$ cat src/rtl/spi_mosi_if.sv
// rtl/spi_mosi_if.sv - byte-source / SPI-pin signal bundle for the MOSI transmit path
interface spi_mosi_if #(
   parameter int DATA_WIDTH = 8
);
   logic                  spi_cs;
   logic [DATA_WIDTH-1:0] spi_mosi_in;
   logic                  control_clk;
   logic                  spi_mosi_out;

   // Drives chip select and the parallel byte, observes the serial pins
   modport master (
      output spi_cs,
      output spi_mosi_in,
      input  control_clk,
      input  spi_mosi_out
   );

   // The transmitter itself
   modport slave (
      input  spi_cs,
      input  spi_mosi_in,
      output control_clk,
      output spi_mosi_out
   );
endinterface

$ cat src/rtl/spi_mosi.sv
// rtl/spi_mosi.sv - SPI master transmit path, serialises a byte MSB first onto MOSI
module spi_mosi #(
   parameter int DATA_WIDTH = 8
) (
   input  logic     spi_clk,
   input  logic     n_reset,
   spi_mosi_if.slave bus
);
   localparam int CW = (DATA_WIDTH > 1) ? $clog2(DATA_WIDTH) : 1;
   localparam logic [CW-1:0] LAST_BIT = CW'(DATA_WIDTH - 1);

   typedef enum logic [2:0] {
      IDLE,
      LOAD,
      SHIFT_LO,
      SHIFT_HI,
      GAP
   } state_t;

   state_t                state, state_nxt;
   logic [DATA_WIDTH-1:0] shreg, shreg_nxt;
   logic [CW-1:0]         bit_cnt, bit_cnt_nxt;

   // State, shift register and bit counter; n_reset is active-high and wins over everything
   always_ff @(posedge spi_clk) begin
      if (n_reset) begin
         state   <= IDLE;
         shreg   <= '0;
         bit_cnt <= '0;
      end else begin
         state   <= state_nxt;
         shreg   <= shreg_nxt;
         bit_cnt <= bit_cnt_nxt;
      end
   end

   // Frame sequencing; a high chip select outside IDLE aborts straight back to IDLE
   always_comb begin
      state_nxt   = state;
      shreg_nxt   = shreg;
      bit_cnt_nxt = bit_cnt;
      case (state)
         IDLE: begin
            if (!bus.spi_cs) state_nxt = LOAD;
         end
         LOAD: begin
            shreg_nxt   = bus.spi_mosi_in;
            bit_cnt_nxt = '0;
            state_nxt   = SHIFT_LO;
         end
         SHIFT_LO: begin
            state_nxt = SHIFT_HI;
         end
         SHIFT_HI: begin
            if (bit_cnt == LAST_BIT) begin
               state_nxt = GAP;
            end else begin
               shreg_nxt   = shreg << 1;
               bit_cnt_nxt = bit_cnt + CW'(1);
               state_nxt   = SHIFT_LO;
            end
         end
         GAP: begin
            state_nxt = bus.spi_cs ? IDLE : LOAD;
         end
         default: begin
            state_nxt = IDLE;
         end
      endcase

      if (state != IDLE && bus.spi_cs) begin
         state_nxt   = IDLE;
         shreg_nxt   = shreg;
         bit_cnt_nxt = bit_cnt;
      end
   end

   // Pin outputs are decoded from registered state only, so they cannot glitch
   assign bus.control_clk  = (state == SHIFT_HI);
   assign bus.spi_mosi_out = (state == SHIFT_LO || state == SHIFT_HI) ? shreg[DATA_WIDTH-1] : 1'b0;
endmodule

$ cat src/flat_wrapper.sv
// flat-port wrapper written by rule: the top's interface ports become plain ports
module spi_mosi_flat 
#(
   parameter int DATA_WIDTH = 8
)
  (spi_clk, n_reset, bus_spi_cs, bus_spi_mosi_in, bus_control_clk, bus_spi_mosi_out);
  spi_mosi_if #(.DATA_WIDTH(DATA_WIDTH)) bus_i ();
  input  logic spi_clk;
  input  logic n_reset;
  input wire logic [$bits(bus_i.spi_cs)-1:0] bus_spi_cs;
  input wire logic [$bits(bus_i.spi_mosi_in)-1:0] bus_spi_mosi_in;
  output wire logic [$bits(bus_i.control_clk)-1:0] bus_control_clk;
  output wire logic [$bits(bus_i.spi_mosi_out)-1:0] bus_spi_mosi_out;
  assign bus_i.spi_cs = bus_spi_cs;
  assign bus_i.spi_mosi_in = bus_spi_mosi_in;
  assign bus_control_clk = bus_i.control_clk;
  assign bus_spi_mosi_out = bus_i.spi_mosi_out;
  spi_mosi #(.DATA_WIDTH(DATA_WIDTH)) u_core (.spi_clk(spi_clk), .n_reset(n_reset), .bus(bus_i));
endmodule
$ cat config.mk
export PLATFORM = sky130hd
export DESIGN_NAME = spi_mosi_flat
export DESIGN_NICKNAME = d
export VERILOG_FILES = /design/src/rtl/spi_mosi_if.sv /design/src/rtl/spi_mosi.sv /design/src/flat_wrapper.sv
export SDC_FILE = /design/constraint.sdc
export NUM_CORES = 1
export LEC_CHECK = 0
export CORE_UTILIZATION = 40
export CTS_CLUSTER_DIAMETER = 30
export DETAILED_ROUTE_END_ITERATION = 12
export RECOVER_POWER = 25
export SLEW_MARGIN = 20
export SYNTH_ARGS = -nofsm -noshare
export SYNTH_HDL_FRONTEND = slang
export SYNTH_SLANG_ARGS = --single-unit
$ cat constraint.sdc
create_clock -name spi_clk -period 2.1 [get_ports spi_clk]
set_input_delay 0.63 -clock spi_clk [delete_from_list [all_inputs] [get_ports spi_clk]]
set_output_delay 0.63 -clock spi_clk [all_outputs]
set_load 0.01 [all_outputs]
; Word-level counts from Yosys, hierarchy flattened
; Cells that the tools add are included.
[totals]
reg_bits = 14
input_bits = 11
out_inout_bits = 2
elab_cells = 28
[classes]
addsub = 1
eq_ne = 7
muxes = 9
n_bitwise = 1
n_reduce_logical = 7
[ops]
columns = op, n
row1 = $pmux 8 s2, 1
row2 = $pmux 3 s5, 1
row3 = $mux 3, 3
row4 = $mux 8, 1
row5 = $eq 3x2->1 const B, 2
row6 = $eq 3x3->1 const B, 2
row7 = $pmux 3 s2, 1
row8 = $ne 2x2->1 const B, 2
row9 = $add 3x1->3 const B, 1
row10 = $eq 3x1->1 const B, 1
row11 = $logic_not 3->1, 1
row12 = $reduce_and 3->1, 1
row13 = $reduce_bool 3->1, 1
row14 = $mux 1, 2
row15 = $reduce_bool 2->1, 1
row16 = $reduce_or 2->1, 1
row17 = $logic_and 1x1->1, 1
row18 = $logic_or 1x1->1, 1
row19 = $not 1->1, 1

; Longest topological paths before layout
; Gate-level depths: netlist of run 1.
[logic_depth]
depth_word = 4
mapped_depth = 5
ltp_nobuf = 5

; Worst setup path after synthesis of run 1
; No wires, ideal clock.
[synth_timing]
path_kind = input-to-reg
start = input port bus_spi_cs
end = register u_core.bit_cnt[0]
setup_ns = 0.074
arrival_time_ns = 1.616
t_required_ns = 2.026
slack_ns = 0.410
cell_stages = 3
n_path_buf = 0
path_cell_list = or3b_4 > or4b_1 > a31oi_1
[synth_via]
elab_chain_len = 3
[synth_lines]
columns = item, line
row1 = from (decl), flat_wrapper.sv:10  ; input wire logic [$bits(bus_i.spi_cs)-1:0] bus_spi_cs;
row2 = $logic_and 1x1->1, spi_mosi.sv:71  ; if (state != IDLE && bus.spi_cs) begin
row3 = $not 1->1 (no source line), n/a
row4 = $reduce_and 3->1 (no source line), n/a
row5 = to (signal assigned), spi_mosi.sv:33  ; bit_cnt <= bit_cnt_nxt;
row6 = to (decl), spi_mosi.sv:22  ; logic [CW-1:0] bit_cnt, bit_cnt_nxt;
; Every way passes these cells.
; A chain may end at the register's enable or synchronous reset.

; Worst setup path in the final report of run 1
; Same ends and word-level chain as after synthesis.

==> results of run 1 <==
## synthesized netlist by cell type
cell type	instances	area share [%]
a2111oi_0	1	1.3
a211oi_1	7	8.0
a21oi_1	10	7.6
a31oi_1	1	0.96
and2_1	2	1.9
and2_2	1	1.1
and3_1	1	0.96
buf_2	1	0.76
clkbuf_1	2	1.1
dfxtp_1	14	43
ha_1	2	3.8
mux2i_1	7	11
nand2_1	3	1.7
nand2b_1	1	0.96
nand3_1	3	2.3
nand3b_1	1	1.1
nor2_1	2	1.1
nor2b_1	1	0.96
nor3b_2	1	1.9
nor4_1	1	0.96
nor4b_1	1	1.3
o21ai_0	4	3.1
or3b_4	1	1.7
or4b_1	1	1.5
## state kept, by name (all words and copies together), names as in the netlist
name            cells
u_core.shreg        8
u_core.bit_cnt      3
u_core.state        3
## logic make-up after synthesis
group           count (synthesis)  share of synthesized area, %
mux                             7                          10.7
simple gates                   20                          19.7
fa+ha+maj                       2                          3.82
buf+inv                         3                          1.91
compound gates                 23                          21.0
flops                          14                          42.8
## power by group through the flow
stage | clock network, uW | logic [uW] | registers [uW]
final | 195 | 63.3 | 278
after floorplan | 0 | 30.5 | 284
after global routing | 220 | 69.3 | 280
after detailed placement | 0 | 63.4 | 286
after CTS | 204 | 63.8 | 280
after global placement | 0 | 63.0 | 286
## how the worst max path moves through the flow
stage                    start                 to  cells past startpoint
5_1_grt        u_core.state[1]    bus_control_clk                      3
6_report            bus_spi_cs  u_core.bit_cnt[0]                      4
3_3_place_gp        bus_spi_cs  u_core.bit_cnt[0]                      4
4_1_cts        u_core.state[2]   bus_spi_mosi_out                      3
3_5_place_dp        bus_spi_cs  u_core.bit_cnt[0]                      4
2_1_floorplan       bus_spi_cs  u_core.bit_cnt[0]                      3
## per-layer routing
layer	vias to the layer above	global-route usage [%]
met1	283	20.6
met3	2	7.76
met4	0	7.50
li1	300	-
met5	-	0
met2	19	26.8
## layout make-up
class	count	area [um^2]
fillers	150	653
multi-input cells	52	364
flip-flops and latches	14	284
repair buffers	18	166
clock buffers	4	36.3
well taps	16	20.0
## repair_timing
item,in CTS,in global routing
pin swaps,0,0
cloned,0,0
endpoints found under the setup margin,2,1
hold buffers,0,0
resized for setup,2,3
## through the flow
stage | hold WS, ns | utilization [%] | cell area, um^2 | setup slack [ns]
6_report | 0.482 | 57.1 | 871 | 0.245
3_3_place_gp | 0.465 | 54.3 | 827 | -0.00776
5_1_grt | 0.502 | 57.1 | 871 | 0.193
2_1_floorplan | 0.449 | - | 654 | 0.410
4_1_cts | 0.487 | 56.7 | 863 | 0.0272
3_5_place_dp | 0.475 | 54.3 | 827 | -0.0620
## critical path: stages
cell             delay [ns]
clkdlybuf4s50_1        0.42
or3b_4                 0.38
or4b_1                 0.47
a31oi_1                0.18
==> results.json, run 1 <==
{
  "switching_share_pct": 22.5,
  "gp_congestion": 0.746,
  "wl_per_cell_um": 13.4,
  "outcome": "finished, final reports clean",
  "whs_path_depth": 2,
  "rows": 14,
  "grt_pass1_vias": 527,
  "p_clk_share_pct": 36.3,
  "ys_seq_area_share_pct": 42.8,
  "ant_nets": 0,
  "top_layer": "met4",
  "htree_levels": 1,
  "wirelength_um": 1390,
  "cp_max_fo": 2,
  "netlist_area_um2": 654,
  "vias_per_cell": 5.81,
  "power_uw": 537,
  "core_um2": 1520,
  "grt_pass1_wl_um": 2260,
  "num_io_pins": 13,
  "grt.overflow.total": 0,
  "antenna_found_initial": 0,
  "hp-class": "reg -> reg",
  "fin_skew_ns": 0.00859,
  "dp_hpwl_um": 937,
  "synth_cells": 69,
  "worstSetupPathType": "in -> reg",
  "seqPwrFrac_pct": 51.9,
  "final_hold_viol_count": 0,
  "p_comb_share_pct": 11.8,
  "setup_viol": 0,
  "grt_usage_pct": 17.3,
  "port_buffers": 12,
  "die-area_um2": 1800,
  "startpoint_type": "primary input",
  "grt_max_degree": 11,
  "r2r_slack_ns": 0.51,
  "synth_area_per_cell_um2": 9.48,
  "clock_sinks": 14,
  "internal-power_uw": 416,
  "antenna_cells": 0,
  "ys_ff_latch": 14,
  "wl_met2_um": 615,
  "synthDistinctLibCells": 24,
  "post-place-cells": 100,
  "final_cell_mix": "dfxtp_1, a21oi_1, clkdlybuf4s50_1, mux2i_1, a211oi_1",
  "arrival_ns": 2.07,
  "synthToLayoutAreaGrowth_pct": 33.1,
  "rr_endpoint": "u_core.bit_cnt[1]",
  "maxCapViolCount": 0,
  "synth_nets": 82,
  "cts_made_buffers": 3,
  "drive_above_1_share_pct": 17.0,
  "hold_path_end": "u_core.bit_cnt[2]",
  "die_x_um": 42.4,
  "cts_setup_buffers": 0,
  "power.switching_uw": 121,
  "fp.dieH_um": 42.4,
  "final_cells": 104,
  "period_share_pct": 88.3,
  "slew_headroom_pct": 66.9,
  "cts-root-buf": "clkbuf_4",
  "p_per_area_nw_per_um2": 616,
  "reg2reg_depth": 5,
  "drc": 0,
  "grt_setup_unrepaired": "no",
  "ir_drop_v": 0.000479,
  "drv_slew": 0,
  "clkSlewWorstSetupHoldPaths_ns": 0.09,
  "worst_pin_slew_ns": 0.489,
  "drtIter0Drc": 8,
  "crit_path_end_kind": "register",
  "start_util_pct": 42.9,
  "clk_path_buf_depth": 2,
  "min_period_ns": 1.85,
  "route.met3.wl_um": 79,
  "via_count": 604,
  "required_ns": 2.31,
  "reg2reg_from": "u_core.bit_cnt[0]",
  "worstHoldStart": "u_core.bit_cnt[2]",
  "final_common_cell": "dfxtp_1",
  "cts_tree": "yes",
  "first_pass_iters": 4,
  "nets": 102,
  "clk_latency_ns": 0.28,
  "synth_warnings": 0,
  "setup_tns_ns": 0,
  "max_freq_mhz": 539,
  "p_leak_uw": 0.000384,
  "wl_met1_um": 682
}
Power figures use the tool's default switching activity.
==> run 2, diff against run 1 <==
--- a/config.mk
+++ b/config.mk
@@ -8,6 +8,7 @@
 export CORE_UTILIZATION = 40
 export CTS_CLUSTER_DIAMETER = 30
 export DETAILED_ROUTE_END_ITERATION = 12
+export MAX_ROUTING_LAYER = met4
 export RECOVER_POWER = 25
 export SLEW_MARGIN = 20
 export SYNTH_ARGS = -nofsm -noshare
==> results of run 2 <==
No change in the layout: final DEF, timing and power equal those of run 1.
Main changes from that run: final weighted congestion in routability-driven placement 0.746 -> 0.755; overall routing resource usage 17.3% -> 17.8%
==> run 3, diff against run 2 <==
--- a/config.mk
+++ b/config.mk
@@ -5,8 +5,10 @@
 export SDC_FILE = /design/constraint.sdc
 export NUM_CORES = 1
 export LEC_CHECK = 0
+export CORE_MARGIN = 2
 export CORE_UTILIZATION = 40
 export CTS_CLUSTER_DIAMETER = 30
+export CTS_CLUSTER_SIZE = 40
 export DETAILED_ROUTE_END_ITERATION = 12
 export MAX_ROUTING_LAYER = met4
 export RECOVER_POWER = 25
==> run 3 against run 2 <==
  * Die area rose by 9.6%
  * Combinational power is 2% lower
  * Clock power down 21%
==> results.json, run 3 (synthesized netlist as in run 1, its figures left out) <==
{
  "grt.overflow.total": 0,
  "grt_pass1_vias": 520,
  "max_freq_mhz": 542,
  "top_layer": "met4",
  "port_buffers": 12,
  "cts_tree": "yes",
  "die_x_um": 44.4,
  "crit_path_end_kind": "register",
  "p_leak_uw": 0.000373,
  "largest_reg_flops": 8,
  "wirelength_um": 1370,
  "nets": 102,
  "p_per_area_nw_per_um2": 583,
  "wl_met2_um": 583,
  "drc": 0,
  "fp.dieH_um": 44.4,
  "reg_top3": "u_core.shreg: 8 flops, u_core.bit_cnt: 3 flops, u_core.state: 3 flops",
  "ir_drop_v": 0.000326,
  "htree_levels": 1,
  "rows": 14,
  "slowest_delay_ns": 0.48,
  "clock_sinks": 14,
  "via_count": 574,
  "startpoint_type": "primary input",
  "final_hold_viol_count": 0,
  "dp_hpwl_um": 964,
  "maxCapViolCount": 0,
  "hp-class": "reg -> reg",
  "period_share_pct": 87.9,
  "fin_util_pct": 55.8,
  "outcome": "finished, final reports clean",
  "clkSlewWorstSetupHoldPaths_ns": 0.08,
  "drv_slew": 0,
  "r2r_slack_ns": 0.55,
  "drive_above_1_share_pct": 14.9,
  "arrival_ns": 2.06,
  "grt_setup_unrepaired": "no",
  "cts_made_buffers": 3,
  "first_pass_iters": 4,
  "setup_viol": 0,
  "vias_per_cell": 5.57,
  "final_cell_mix": "dfxtp_1, a21oi_1, clkdlybuf4s50_1, mux2i_1, a211oi_1",
  "cts-root-buf": "clkbuf_4",
  "grt_usage_pct": 16.9,
  "cpMaxStageDelayCell": "or4b_1",
  "die-area_um2": 1980,
  "cp_max_fo": 2,
  "required_ns": 2.31,
  "antenna_found_initial": 0,
  "clk_latency_ns": 0.28,
  "worstPathCellList": "clkdlybuf4s50_1 > or3b_4 > or4b_1 > a31oi_1",
  "route.met3.wl_um": 66,
  "wl_per_cell_um": 13.3,
  "ant_nets": 0,
  "final_cells": 103,
  "worst_pin_slew_ns": 0.446,
  "drtIter0Drc": 8,
  "ctsHoldBuffers": 0,
  "grt_max_degree": 11,
  "start_util_pct": 42.9,
  "antenna_cells": 0,
  "gp_congestion": 0.695,
  "core_um2": 1520,
  "min_period_ns": 1.84,
  "post-place-cells": 100,
  "clk_path_buf_depth": 2,
  "wl_met1_um": 698,
  "fin_skew_ns": 0.00150,
  "worstSetupPathType": "in -> reg",
  "slew_headroom_pct": 69.8,
  "grt_pass1_wl_um": 2280,
  "final_common_cell": "dfxtp_1",
  "synthToLayoutAreaGrowth_pct": 30.0,
  "num_io_pins": 13,
  "top_register": "u_core.shreg"
}
## run 3: changes by cell type in the layout (fill, tap and decap cells not counted), sizes merged
cell  change
buf       -1
## run 3: final cells by class
type	instances	area [um^2]
Clock buffer	3	22.5
Sequential cell	14	282
Timing Repair Buffer	18	163
Fill cell	154	673
Tap cell	16	20.0
Multi-Input combinational cell	52	364
## run 3: final timing paths
check,start,endpoint,cells past startpoint
max,bus_spi_cs,u_core.bit_cnt[0],4
min,u_core.bit_cnt[2],u_core.bit_cnt[2],2
max reg2reg,u_core.bit_cnt[0],u_core.bit_cnt[1],5
min reg2reg,u_core.bit_cnt[2],u_core.bit_cnt[2],2
## run 3: critical path: cells and delay by family
kind	cells	cell delay [ns]
AND/OR/NAND/NOR	2	0.85
AO/OA/AOI/OAI	1	0.16
buffers and inverters	1	0.42
## run 3: power breakdown
part	switching [uW]	internal, uW	leakage, uW
clock	87.7	66.6	0.0000138
combinational	25.0	37.0	0.000245
sequential	5.25	274	0.000114
total	118	378	0.000373
## run 3: per-stage QoR
step | cell area (um^2) | setup slack, ns | power [uW] | hold slack (ns) | TNS [ns]
6_report | 851 | 0.255 | 496 | 0.479 | 0
5_1_grt | 851 | 0.194 | 523 | 0.507 | 0
4_1_cts | 850 | 0.0255 | 506 | 0.484 | 0
3_5_place_dp | 827 | -0.0524 | 349 | 0.472 | -0.0524
3_3_place_gp | 827 | -0.00854 | 349 | 0.466 | -0.00854
2_1_floorplan | 654 | 0.410 | 315 | 0.449 | 0
## run 3: timing repair
action	CTS	global route
pin swaps	0	0
gates resized for setup	2	2
setup buffers	0	0
endpoints found under the hold margin	0	0
setup endpoints to repair	2	1
## run 3: routing by layer
metal  GRT usage, %  vias up
li1               -      298
met1           21.7      260
met2           22.4       12
met3           5.31        4
met4           10.9        0
met5              -        -
